**src/rtl/imm_ext_pipe.sv**
```systemverilog
// Registered, flow-controlled immediate generator: decode into a main output register backed by a skid register.
// Optional build macro IMM_EXT_ZICSR_EN enables the CSR zimm format on imm_src 3'b110.
module imm_ext_pipe #(
   parameter int XLEN  = 32,
   parameter int TAG_W = 5
) (
   input  logic             clk,
   input  logic             rst_n,
   input  logic             flush,
   input  logic             in_valid,
   output logic             in_ready,
   input  logic [24:0]      instr,
   input  logic [2:0]       imm_src,
   input  logic [TAG_W-1:0] in_tag,
   output logic             out_valid,
   input  logic             out_ready,
   output logic [XLEN-1:0]  imm_ext,
   output logic [TAG_W-1:0] out_tag,
   output logic             out_err
);

   // instr[k] holds instruction bit k+7
   logic [XLEN-1:0]  dec_imm;
   logic             dec_err;

   logic             skid_valid;
   logic [XLEN-1:0]  skid_imm;
   logic [TAG_W-1:0] skid_tag;
   logic             skid_err;

   logic             accept;
   logic             main_free;

   always_comb begin
      dec_imm = '0;
      dec_err = 1'b0;
      case (imm_src)
         3'b000: dec_imm = XLEN'($signed(instr[24:13]));
         3'b001: dec_imm = XLEN'($signed({instr[24:18], instr[4:0]}));
         3'b010: dec_imm = XLEN'($signed({instr[24], instr[0], instr[23:18], instr[4:1], 1'b0}));
         3'b011: dec_imm = XLEN'($signed({instr[24], instr[12:5], instr[13], instr[23:14], 1'b0}));
         3'b100: dec_imm = XLEN'($signed({instr[24:5], 12'h000}));
         3'b101: dec_imm = (XLEN == 64) ? XLEN'(instr[18:13]) : XLEN'(instr[17:13]);
`ifdef IMM_EXT_ZICSR_EN
         3'b110: dec_imm = XLEN'(instr[12:8]);
`else
         3'b110: dec_err = 1'b1;
`endif
         default: dec_err = 1'b1;
      endcase
   end

   // in_ready is the inverse of a flop, so it never depends on out_ready combinationally
   assign in_ready  = ~skid_valid;
   assign accept    = in_valid & ~skid_valid;
   assign main_free = ~out_valid | out_ready;

   always_ff @(posedge clk) begin
      if (!rst_n) begin
         out_valid  <= 1'b0;
         imm_ext    <= '0;
         out_tag    <= '0;
         out_err    <= 1'b0;
         skid_valid <= 1'b0;
         skid_imm   <= '0;
         skid_tag   <= '0;
         skid_err   <= 1'b0;
      end else if (flush) begin
         out_valid  <= 1'b0;
         skid_valid <= 1'b0;
      end else if (main_free) begin
         if (skid_valid) begin
            out_valid  <= 1'b1;
            imm_ext    <= skid_imm;
            out_tag    <= skid_tag;
            out_err    <= skid_err;
            skid_valid <= 1'b0;
         end else begin
            out_valid <= accept;
            if (accept) begin
               imm_ext <= dec_imm;
               out_tag <= in_tag;
               out_err <= dec_err;
            end
         end
      end else if (accept) begin
         skid_valid <= 1'b1;
         skid_imm   <= dec_imm;
         skid_tag   <= in_tag;
         skid_err   <= dec_err;
      end
   end

endmodule
```
**config.mk**
```make
export PLATFORM = sky130hd
export DESIGN_NAME = imm_ext_pipe
export DESIGN_NICKNAME = d
export VERILOG_FILES = /design/src/rtl/imm_ext_pipe.sv
export SDC_FILE = /design/constraint.sdc
export NUM_CORES = 1
export LEC_CHECK = 0
export CAP_MARGIN = 20
export CELL_PAD_IN_SITES_DETAIL_PLACEMENT = 1
export CELL_PAD_IN_SITES_GLOBAL_PLACEMENT = 2
export CORE_MARGIN = 10
export CORE_UTILIZATION = 32
export DETAILED_ROUTE_END_ITERATION = 10
export PLACE_DENSITY_LB_ADDON = 0.2
export SYNTH_ARGS = -nofsm -noshare
export SYNTH_HDL_FRONTEND = slang
export SYNTH_SLANG_ARGS = --single-unit
```
**constraint.sdc**
```tcl
create_clock -name clk -period 2.4 [get_ports clk]
set_input_delay 0.48 -clock clk [delete_from_list [all_inputs] [get_ports clk]]
set_output_delay 0.48 -clock clk [all_outputs]
set_load 0.005 [all_outputs]
```
==> results of run 1 <==
==> routing by layer <==
metal,track usage,share of wire,vias up
li1,-,-,1769
met1,0.182,0.48,1703
met2,0.223,0.46,52
met3,0.0376,0.045,9
met4,0.0382,0.0092,0
met5,0,0,-
==> power by group through the flow <==
| stage | logic [mW] | clock network (mW) | registers (mW) |
|---|---|---|---|
| 2_1_floorplan | 0.213 | 0 | 1.39 |
| 3_3_place_gp | 0.443 | 0 | 1.39 |
| 3_5_place_dp | 0.449 | 0 | 1.39 |
| 4_1_cts | 0.452 | 1.38 | 1.36 |
| 5_1_grt | 0.491 | 1.44 | 1.37 |
| 6_report | 0.445 | 1.36 | 1.36 |
==> worst reg2reg max path, delay by kind of cell, from the launching register on <==
family	cells	cell delay, ns
flip-flops	1	0.33
AND/OR/NAND/NOR	3	0.88
AO/OA/AOI/OAI	1	0.31
==> worst max path at each step <==
stage / startpoint / end / slack (ns) / depth (start not counted)
2_1_floorplan: out_ready / imm_ext[19] / 0.81 / 5
3_3_place_gp: imm_src[2] / imm_ext[17] / 0.13 / 7
3_5_place_dp: imm_src[2] / imm_ext[12] / 0.07 / 7
4_1_cts: instr[24] / imm_ext[12] / 0.40 / 6
5_1_grt: imm_src[2] / imm_ext[17] / 0.30 / 7
6_report: imm_src[2] / imm_ext[17] / 0.42 / 7
==> registers in the layout, summed over array words and instances (netlist names) <==
name	flops
skid_imm	32
out_tag	5
out_valid	1
imm_ext	32
skid_valid	1
skid_err	1
out_err	1
skid_tag	5
==> placed cells by master (no fill, tap or decap), types with 9 or more instances in the layout <==
cell type	instances
sky130_fd_sc_hd__o22ai_1	15
sky130_fd_sc_hd__nor2_1	40
sky130_fd_sc_hd__mux2i_1	17
sky130_fd_sc_hd__dfxtp_1	78
sky130_fd_sc_hd__o21ai_0	16
sky130_fd_sc_hd__a21oi_1	47
sky130_fd_sc_hd__nand2_1	48
sky130_fd_sc_hd__clkdlybuf4s50_1	77
sky130_fd_sc_hd__nor4_1	16
sky130_fd_sc_hd__a211oi_1	24
sky130_fd_sc_hd__o211ai_1	11
sky130_fd_sc_hd__buf_4	26
sky130_fd_sc_hd__and2_1	12
sky130_fd_sc_hd__a31oi_1	9
sky130_fd_sc_hd__clkbuf_16	9
==> kinds of logic after synthesis <==
kind of cell           synth area share
and+or+nand+nor                   0.243
DFF                               0.426
muxes                            0.0495
AOI/OAI and AO/OA                 0.220
buffers and inverters            0.0621
==> metrics by stage <==
step / setup slack, ns / cells / power [mW]
finish: 0.425 / 660 / 3.17
global route: 0.300 / 660 / 3.30
CTS: 0.401 / 660 / 3.20
detailed placement: 0.0683 / 645 / 1.84
global placement: 0.131 / 645 / 1.83
floorplan: 0.810 / 443 / 1.60
==> cell type report <==
cell class | count | share of cell area
Clock buffer | 10 | 0.0463
Clock inverter | 5 | 0.0121
Inverter | 2 | 0.00152
Multi-Input combinational cell | 316 | 0.381
Sequential cell | 78 | 0.316
Tap cell | 143 | 0.0362
Timing Repair Buffer | 106 | 0.207
==> impl_metrics.xml, run 1 <==
<?xml version="1.0" encoding="UTF-8"?>
<metrics>
  <group name="power_and_ir_drop">
    <metric name="internal_power" unit="mW">2.37</metric>
    <metric name="power.clock.fraction" unit="">0.430</metric>
    <metric name="power.share.switching" unit="">0.251</metric>
    <metric name="power.switching" unit="mW">0.796</metric>
    <metric name="power_frac_seq" unit="">0.430</metric>
    <metric name="power_frac_comb" unit="">0.141</metric>
    <metric name="leakage_power_summed_over_all_cells" unit="nW">1.70</metric>
    <metric name="cellPowerDensity" unit="nW/um^2">640</metric>
    <metric name="ir_worst_vdd" unit="uV">313</metric>
  </group>
  <group name="floorplanning">
    <metric name="dieArea" unit="um^2">16100</metric>
    <metric name="design.portCount" unit="">78</metric>
    <metric name="fp.coreArea" unit="um^2">11300</metric>
    <metric name="die_height" unit="um">127</metric>
    <metric name="initial_core_util" unit="">0.324</metric>
    <metric name="floorplan.rows" unit="">39</metric>
    <metric name="floorplan.die.width" unit="um">127</metric>
  </group>
  <group name="worst_setup_path">
    <metric name="timing.setup.critical_path_class" unit="">in -&gt; reg</metric>
    <metric name="rrSetupSlack" unit="ns">0.78</metric>
    <metric name="critical_path.cell_chain" unit="">clkdlybuf4s50_1 &gt; buf_4 &gt; nor2b_1 &gt; nor2b_1 &gt; nor4_1 &gt; buf_4 &gt; o221ai_1</metric>
    <metric name="cp.arrival" unit="ns">2.18</metric>
    <metric name="critPathCaptureType" unit="">register</metric>
    <metric name="worst_setup_path_start_kind" unit="">input pin</metric>
    <metric name="timing.rr.start" unit="">out_valid</metric>
    <metric name="cp_top_family" unit="">buffers and inverters</metric>
    <metric name="cp_data_required_time" unit="ns">2.60</metric>
    <metric name="timing.rr.end" unit="">imm_ext[12]</metric>
    <metric name="worst-r2r-cell-count" unit="">4</metric>
    <metric name="critPathBufInv" unit="">3</metric>
    <metric name="timing.critical_path.slowest_cell_delay" unit="ns">0.47</metric>
    <metric name="cpMaxStageDelayCell" unit="">sky130_fd_sc_hd__clkdlybuf4s50_1</metric>
    <metric name="path_max_fanout" unit="">12</metric>
  </group>
  <group name="placed_design">
    <metric name="hpwl" unit="um">8240</metric>
    <metric name="gpl.final_weighted_congestion" unit="">0.805</metric>
    <metric name="port-buffer-count" unit="">77</metric>
    <metric name="placedInstanceArea" unit="um^2">4660</metric>
  </group>
  <group name="final_layout">
    <metric name="drive_gt1_frac" unit="">0.0928</metric>
    <metric name="flow.area_growth_from_synthesis" unit="%">34.9</metric>
    <metric name="fin_util" unit="">0.437</metric>
    <metric name="final_design_area_no_fill" unit="um^2">4950</metric>
    <metric name="num-nets-final" unit="">551</metric>
    <metric name="n_antenna_cell" unit="">0</metric>
    <metric name="multi_input_comb_area" unit="um^2">1880</metric>
    <metric name="fillCellCount" unit="">1353</metric>
    <metric name="layout.area.seq" unit="um^2">1560</metric>
  </group>
  <group name="synthesis">
    <metric name="post_synth_instance_area" unit="um^2">3670</metric>
    <metric name="most_used_flip_flop_cell_after_synthesis" unit="">sky130_fd_sc_hd__dfxtp_1</metric>
    <metric name="postSynthCellCount" unit="">443</metric>
    <metric name="synth_seq_area_share" unit="">0.426</metric>
    <metric name="synthDominantAreaCellType" unit="">sky130_fd_sc_hd__dfxtp_1</metric>
    <metric name="ys_types" unit="">37</metric>
    <metric name="synth.yosys.warnings" unit="">0</metric>
    <metric name="post_synth_main_area_contributors" unit="">sky130_fd_sc_hd__dfxtp_1 43%, sky130_fd_sc_hd__a21oi_1 6.4%, sky130_fd_sc_hd__a211oi_1 4.9%, sky130_fd_sc_hd__nand2_1 4.9%, sky130_fd_sc_hd__mux2i_1 4.6%</metric>
    <metric name="postSynthRegisterBits" unit="">78</metric>
    <metric name="post-synth-top-area-fraction" unit="">0.426</metric>
    <metric name="commonest_cells_in_the_synthesized_netlist" unit="">78 x sky130_fd_sc_hd__dfxtp_1, 48 x sky130_fd_sc_hd__nand2_1, 47 x sky130_fd_sc_hd__a21oi_1, 40 x sky130_fd_sc_hd__nor2_1</metric>
    <metric name="yosys.cell_count.top_type" unit="">sky130_fd_sc_hd__dfxtp_1</metric>
    <metric name="number_of_enable_type_register_cells_in_the_synthesized_netlist" unit="">0</metric>
    <metric name="syn_area_per_cell" unit="um^2">8.28</metric>
    <metric name="synth.net_count" unit="">481</metric>
    <metric name="async_reset_ff_frac" unit="">0</metric>
  </group>
  <group name="clocking">
    <metric name="number_of_buffers_inserted_during_clock_tree_synthesis" unit="">9</metric>
    <metric name="postCtsHoldBufs" unit="">0</metric>
    <metric name="post_cts_buffers" unit="">0</metric>
    <metric name="cts.clk_slew.worst_paths" unit="ns">0.06</metric>
    <metric name="count_of_clock_tree_sinks" unit="">78</metric>
    <metric name="insertion_delay" unit="ns">0.34</metric>
    <metric name="clock-root-buffer" unit="">sky130_fd_sc_hd__clkbuf_16</metric>
    <metric name="postCtsResizedCells" unit="">0</metric>
    <metric name="cts_max_level" unit="">3</metric>
    <metric name="cts_tree" unit="">yes</metric>
    <metric name="clockBufferDepth" unit="">2</metric>
  </group>
  <group name="timing">
    <metric name="relSlewSlack" unit="">0.637</metric>
    <metric name="report.final.setup_viol" unit="">0</metric>
    <metric name="clock_skew" unit="ns">0.0132</metric>
    <metric name="setup_total_negative_slack" unit="ns">0</metric>
    <metric name="grt_setup_unrepaired" unit="">no</metric>
    <metric name="finalHoldViolations" unit="">0</metric>
    <metric name="timing.final.crit_share" unit="">0.823</metric>
    <metric name="finalHoldWorstSlack" unit="ns">0.457</metric>
    <metric name="max_slew.worst_pin.slew" unit="ns">0.543</metric>
    <metric name="fin_crit" unit="ns">1.98</metric>
    <metric name="finalMaxSlewViolations" unit="">0</metric>
    <metric name="fmax" unit="MHz">506</metric>
  </group>
  <group name="min_path">
    <metric name="hold_path_startpoint" unit="">skid_tag[1]</metric>
    <metric name="hold_depth" unit="">2</metric>
    <metric name="worst_hold_path.endpoint" unit="">skid_tag[1]</metric>
    <metric name="worstHoldPathType" unit="">reg -&gt; reg</metric>
  </group>
  <group name="routing">
    <metric name="wire_per_inst" unit="um">17.5</metric>
    <metric name="drc" unit="">0</metric>
    <metric name="totalWireLength" unit="um">11500</metric>
    <metric name="initial_detailed_routing_violation_count" unit="">205</metric>
    <metric name="detail-route-antenna-nets" unit="">0</metric>
    <metric name="via_count" unit="">3533</metric>
    <metric name="post_dr_vias_cell" unit="">5.35</metric>
    <metric name="drt_first_pass_iters" unit="">4</metric>
  </group>
  <group name="global_route">
    <metric name="grt_pass1_vias" unit="">3572</metric>
    <metric name="grt_overflow" unit="">0</metric>
    <metric name="grt_start_max_net_pins" unit="">54</metric>
    <metric name="grt_first_pass_wirelength" unit="um">18900</metric>
    <metric name="number_of_antenna_violations_at_the_first_check_in_global_routing" unit="">0</metric>
    <metric name="global_route.usage.total" unit="">0.140</metric>
  </group>
  <group name="flow_run">
    <metric name="count_of_maximum_capacitance_violations" unit="">0</metric>
  </group>
  <group name="outcome">
    <metric name="run_status" unit="">finished, final reports clean</metric>
  </group>
</metrics>
(Power assumes the default switching activity.)
==> run 2, diff against run 1 <==
--- a/config.mk
+++ b/config.mk
@@ -9,7 +9,7 @@
 export CELL_PAD_IN_SITES_DETAIL_PLACEMENT = 1
 export CELL_PAD_IN_SITES_GLOBAL_PLACEMENT = 2
 export CORE_MARGIN = 10
-export CORE_UTILIZATION = 32
+export CORE_UTILIZATION = 27
 export DETAILED_ROUTE_END_ITERATION = 10
 export PLACE_DENSITY_LB_ADDON = 0.2
 export SYNTH_ARGS = -nofsm -noshare
==> constraint.sdc (replaced) <==
create_clock -name clk -period 1.7 [get_ports clk]
set_input_delay 0.34 -clock clk [delete_from_list [all_inputs] [get_ports clk]]
set_output_delay 0.34 -clock clk [all_outputs]
set_load 0.005 [all_outputs]
==> run 2 against run 1 <==
Effect of this change: sequential share of layout area is 2.9 points lower; global-route usage decreased by 0.12 points; core utilization decreased by 2.7 points; routed wire length increased by 16%; critical path depth is 1 lower; first-iteration DRC count down 4.4%; via count increased by 4.4%; clock skew fell by 0.0070 ns; setup slack got worse by 0.32 ns; cell area up 10%; clock power grew 54%; largest power group is now clock; highest routed layer unchanged; non-clock buffer count up 32.
==> impl_metrics.xml, run 2 (same netlist as run 1, synthesis figures left out) <==
<?xml version="1.0" encoding="UTF-8"?>
<metrics>
  <group name="final_layout">
    <metric name="commonest_non_fill_non_tap_cells_in_the_layout" unit="">78 x sky130_fd_sc_hd__dfxtp_1, 71 x sky130_fd_sc_hd__clkdlybuf4s50_1, 51 x sky130_fd_sc_hd__buf_4, 48 x sky130_fd_sc_hd__nand2_1, 47 x sky130_fd_sc_hd__a21oi_1</metric>
    <metric name="layout_commonest_cell" unit="">sky130_fd_sc_hd__dfxtp_1</metric>
    <metric name="fillCellCount" unit="">1544</metric>
    <metric name="layout.area.seq" unit="um^2">1560</metric>
    <metric name="final_cells" unit="">726</metric>
    <metric name="multi_input_comb_area" unit="um^2">1990</metric>
    <metric name="n_antenna_cell" unit="">0</metric>
    <metric name="num-nets-final" unit="">583</metric>
    <metric name="flow.area_growth_from_synthesis" unit="%">48.8</metric>
    <metric name="reg_top3" unit="">imm_ext x32, skid_imm x32</metric>
    <metric name="drive_gt1_frac" unit="">0.169</metric>
  </group>
  <group name="power_and_ir_drop">
    <metric name="cellPowerDensity" unit="nW/um^2">876</metric>
    <metric name="power.switching" unit="mW">1.16</metric>
    <metric name="power.share.switching" unit="">0.242</metric>
    <metric name="ir_worst_vdd" unit="uV">419</metric>
    <metric name="power_frac_comb" unit="">0.158</metric>
    <metric name="power.clock.fraction" unit="">0.440</metric>
    <metric name="fin_total_pwr" unit="mW">4.78</metric>
    <metric name="internal_power" unit="mW">3.62</metric>
    <metric name="power_frac_seq" unit="">0.402</metric>
    <metric name="leakage_power_summed_over_all_cells" unit="nW">1.97</metric>
  </group>
  <group name="timing">
    <metric name="setup_total_negative_slack" unit="ns">0</metric>
    <metric name="timing.final.crit_share" unit="">0.937</metric>
    <metric name="clock_skew" unit="ns">0.00630</metric>
    <metric name="finalHoldViolations" unit="">0</metric>
    <metric name="fin_crit" unit="ns">1.59</metric>
    <metric name="finalMaxSlewViolations" unit="">0</metric>
    <metric name="relSlewSlack" unit="">0.734</metric>
    <metric name="grt_setup_unrepaired" unit="">no</metric>
    <metric name="max_slew.worst_pin.slew" unit="ns">0.395</metric>
    <metric name="finalHoldWorstSlack" unit="ns">0.329</metric>
    <metric name="report.final.setup_viol" unit="">0</metric>
    <metric name="fmax" unit="MHz">628</metric>
  </group>
  <group name="routing">
    <metric name="detail-route-antenna-nets" unit="">0</metric>
    <metric name="drc" unit="">0</metric>
    <metric name="initial_detailed_routing_violation_count" unit="">196</metric>
    <metric name="via_count" unit="">3690</metric>
    <metric name="drt_first_pass_iters" unit="">4</metric>
    <metric name="post_dr_vias_cell" unit="">5.08</metric>
    <metric name="totalWireLength" unit="um">13400</metric>
    <metric name="wire_per_inst" unit="um">18.4</metric>
  </group>
  <group name="clocking">
    <metric name="cts_max_level" unit="">3</metric>
    <metric name="cts.clk_slew.worst_paths" unit="ns">0.06</metric>
    <metric name="postCtsHoldBufs" unit="">0</metric>
    <metric name="cts_tree" unit="">yes</metric>
    <metric name="clock-root-buffer" unit="">sky130_fd_sc_hd__clkbuf_16</metric>
    <metric name="number_of_buffers_inserted_during_clock_tree_synthesis" unit="">9</metric>
    <metric name="insertion_delay" unit="ns">0.34</metric>
    <metric name="clockBufferDepth" unit="">2</metric>
    <metric name="count_of_clock_tree_sinks" unit="">78</metric>
  </group>
  <group name="global_route">
    <metric name="global_route.usage.total" unit="">0.139</metric>
    <metric name="grt_first_pass_wirelength" unit="um">20400</metric>
    <metric name="number_of_antenna_violations_at_the_first_check_in_global_routing" unit="">0</metric>
    <metric name="grt_start_max_net_pins" unit="">53</metric>
    <metric name="met2_usage" unit="">0.202</metric>
    <metric name="grt_busiest_layer" unit="">met2</metric>
    <metric name="grt_pass1_vias" unit="">3765</metric>
    <metric name="use_met3" unit="">0.0484</metric>
    <metric name="grtUsageMet1" unit="">0.187</metric>
    <metric name="grt_overflow" unit="">0</metric>
  </group>
  <group name="worst_setup_path">
    <metric name="timing.critical_path.slowest_cell_delay" unit="ns">0.45</metric>
    <metric name="timing.setup.critical_path_class" unit="">in -&gt; reg</metric>
    <metric name="critPathMostFrequentCell" unit="">sky130_fd_sc_hd__buf_4</metric>
    <metric name="cp.arrival" unit="ns">1.81</metric>
    <metric name="cp-startpoint" unit="">instr[24]</metric>
    <metric name="cp_data_required_time" unit="ns">1.92</metric>
    <metric name="worst_setup_path_start_kind" unit="">input pin</metric>
    <metric name="timing.rr.start" unit="">skid_valid</metric>
    <metric name="critical_path.cell_chain" unit="">clkdlybuf4s50_1 &gt; nor3b_2 &gt; buf_4 &gt; nor4_2 &gt; buf_4 &gt; o221ai_1</metric>
    <metric name="cpMaxStageDelayCell" unit="">sky130_fd_sc_hd__clkdlybuf4s50_1</metric>
    <metric name="path_max_fanout" unit="">8</metric>
    <metric name="critPathCaptureType" unit="">register</metric>
  </group>
  <group name="floorplanning">
    <metric name="floorplan.die.width" unit="um">137</metric>
    <metric name="floorplan.rows" unit="">42</metric>
    <metric name="fp.coreArea" unit="um^2">13300</metric>
    <metric name="dieArea" unit="um^2">18600</metric>
    <metric name="initial_core_util" unit="">0.276</metric>
    <metric name="design.portCount" unit="">78</metric>
    <metric name="die_height" unit="um">137</metric>
  </group>
  <group name="placed_design">
    <metric name="numPlacedInstances" unit="">703</metric>
    <metric name="gpl.final_weighted_congestion" unit="">0.801</metric>
    <metric name="port-buffer-count" unit="">77</metric>
    <metric name="hpwl" unit="um">9110</metric>
  </group>
  <group name="outcome">
    <metric name="run_status" unit="">finished, final reports clean</metric>
  </group>
  <group name="flow_run">
    <metric name="count_of_maximum_capacitance_violations" unit="">0</metric>
  </group>
  <group name="min_path">
    <metric name="hold_path_startpoint" unit="">out_ready</metric>
    <metric name="worstHoldPathType" unit="">in -&gt; reg</metric>
  </group>
</metrics>
## run 2: layout make-up
type / count / share of cell area
multi-input combinational: 316 / 0.365
tap: 176 / 0.0404
sequential: 78 / 0.286
clock inverter: 3 / 0.0124
timing repair buffer: 138 / 0.249
inverter: 2 / 0.00138
clock buffer: 13 / 0.0459
## run 2: routing by layer
layer | vias up | wire length [um]
li1 | 1822 | -
met3 | 17 | 773
met5 | - | 0
met2 | 78 | 5830
met4 | 0 | 167
met1 | 1773 | 6590
## run 2: final timing paths
path              slack [ns]  cells after the start           end
setup / recovery        0.11                      6   imm_ext[19]
hold / removal          0.33                      3    skid_valid
setup reg to reg        0.16                      6  skid_imm[16]
hold reg to reg         0.46                      2   skid_imm[0]
## run 2: worst max-delay path, delay by kind of cell
family	cells	cell delay (ns)
buf+inv	3	0.81
simple gates	2	0.54
compound gates	1	0.11
## run 2: power groups by stage
stage | clock network, mW | registers (mW) | logic, mW
2_1_floorplan | 0 | 1.96 | 0.301
3_3_place_gp | 0 | 1.96 | 0.683
3_5_place_dp | 0 | 1.96 | 0.692
4_1_cts | 2.15 | 1.92 | 0.702
5_1_grt | 2.27 | 1.93 | 0.819
6_report | 2.10 | 1.92 | 0.754
## run 2: timing repair
item                       CTS  global route
gates resized for setup      6            20
pin swaps                    1             5
gates cloned                 0             2
setup buffers                0             5
setup endpoints to repair   29            41
## run 2: stage by stage
step | cell area, um^2 | setup WS [ns] | utilization
global route | 5460 | 0.0341 | 0.410
floorplan | 3670 | 0.250 | -
finish | 5460 | 0.108 | 0.410
detailed placement | 4910 | -0.496 | 0.369
global placement | 4910 | -0.502 | 0.369
CTS | 5240 | 0.00450 | 0.394
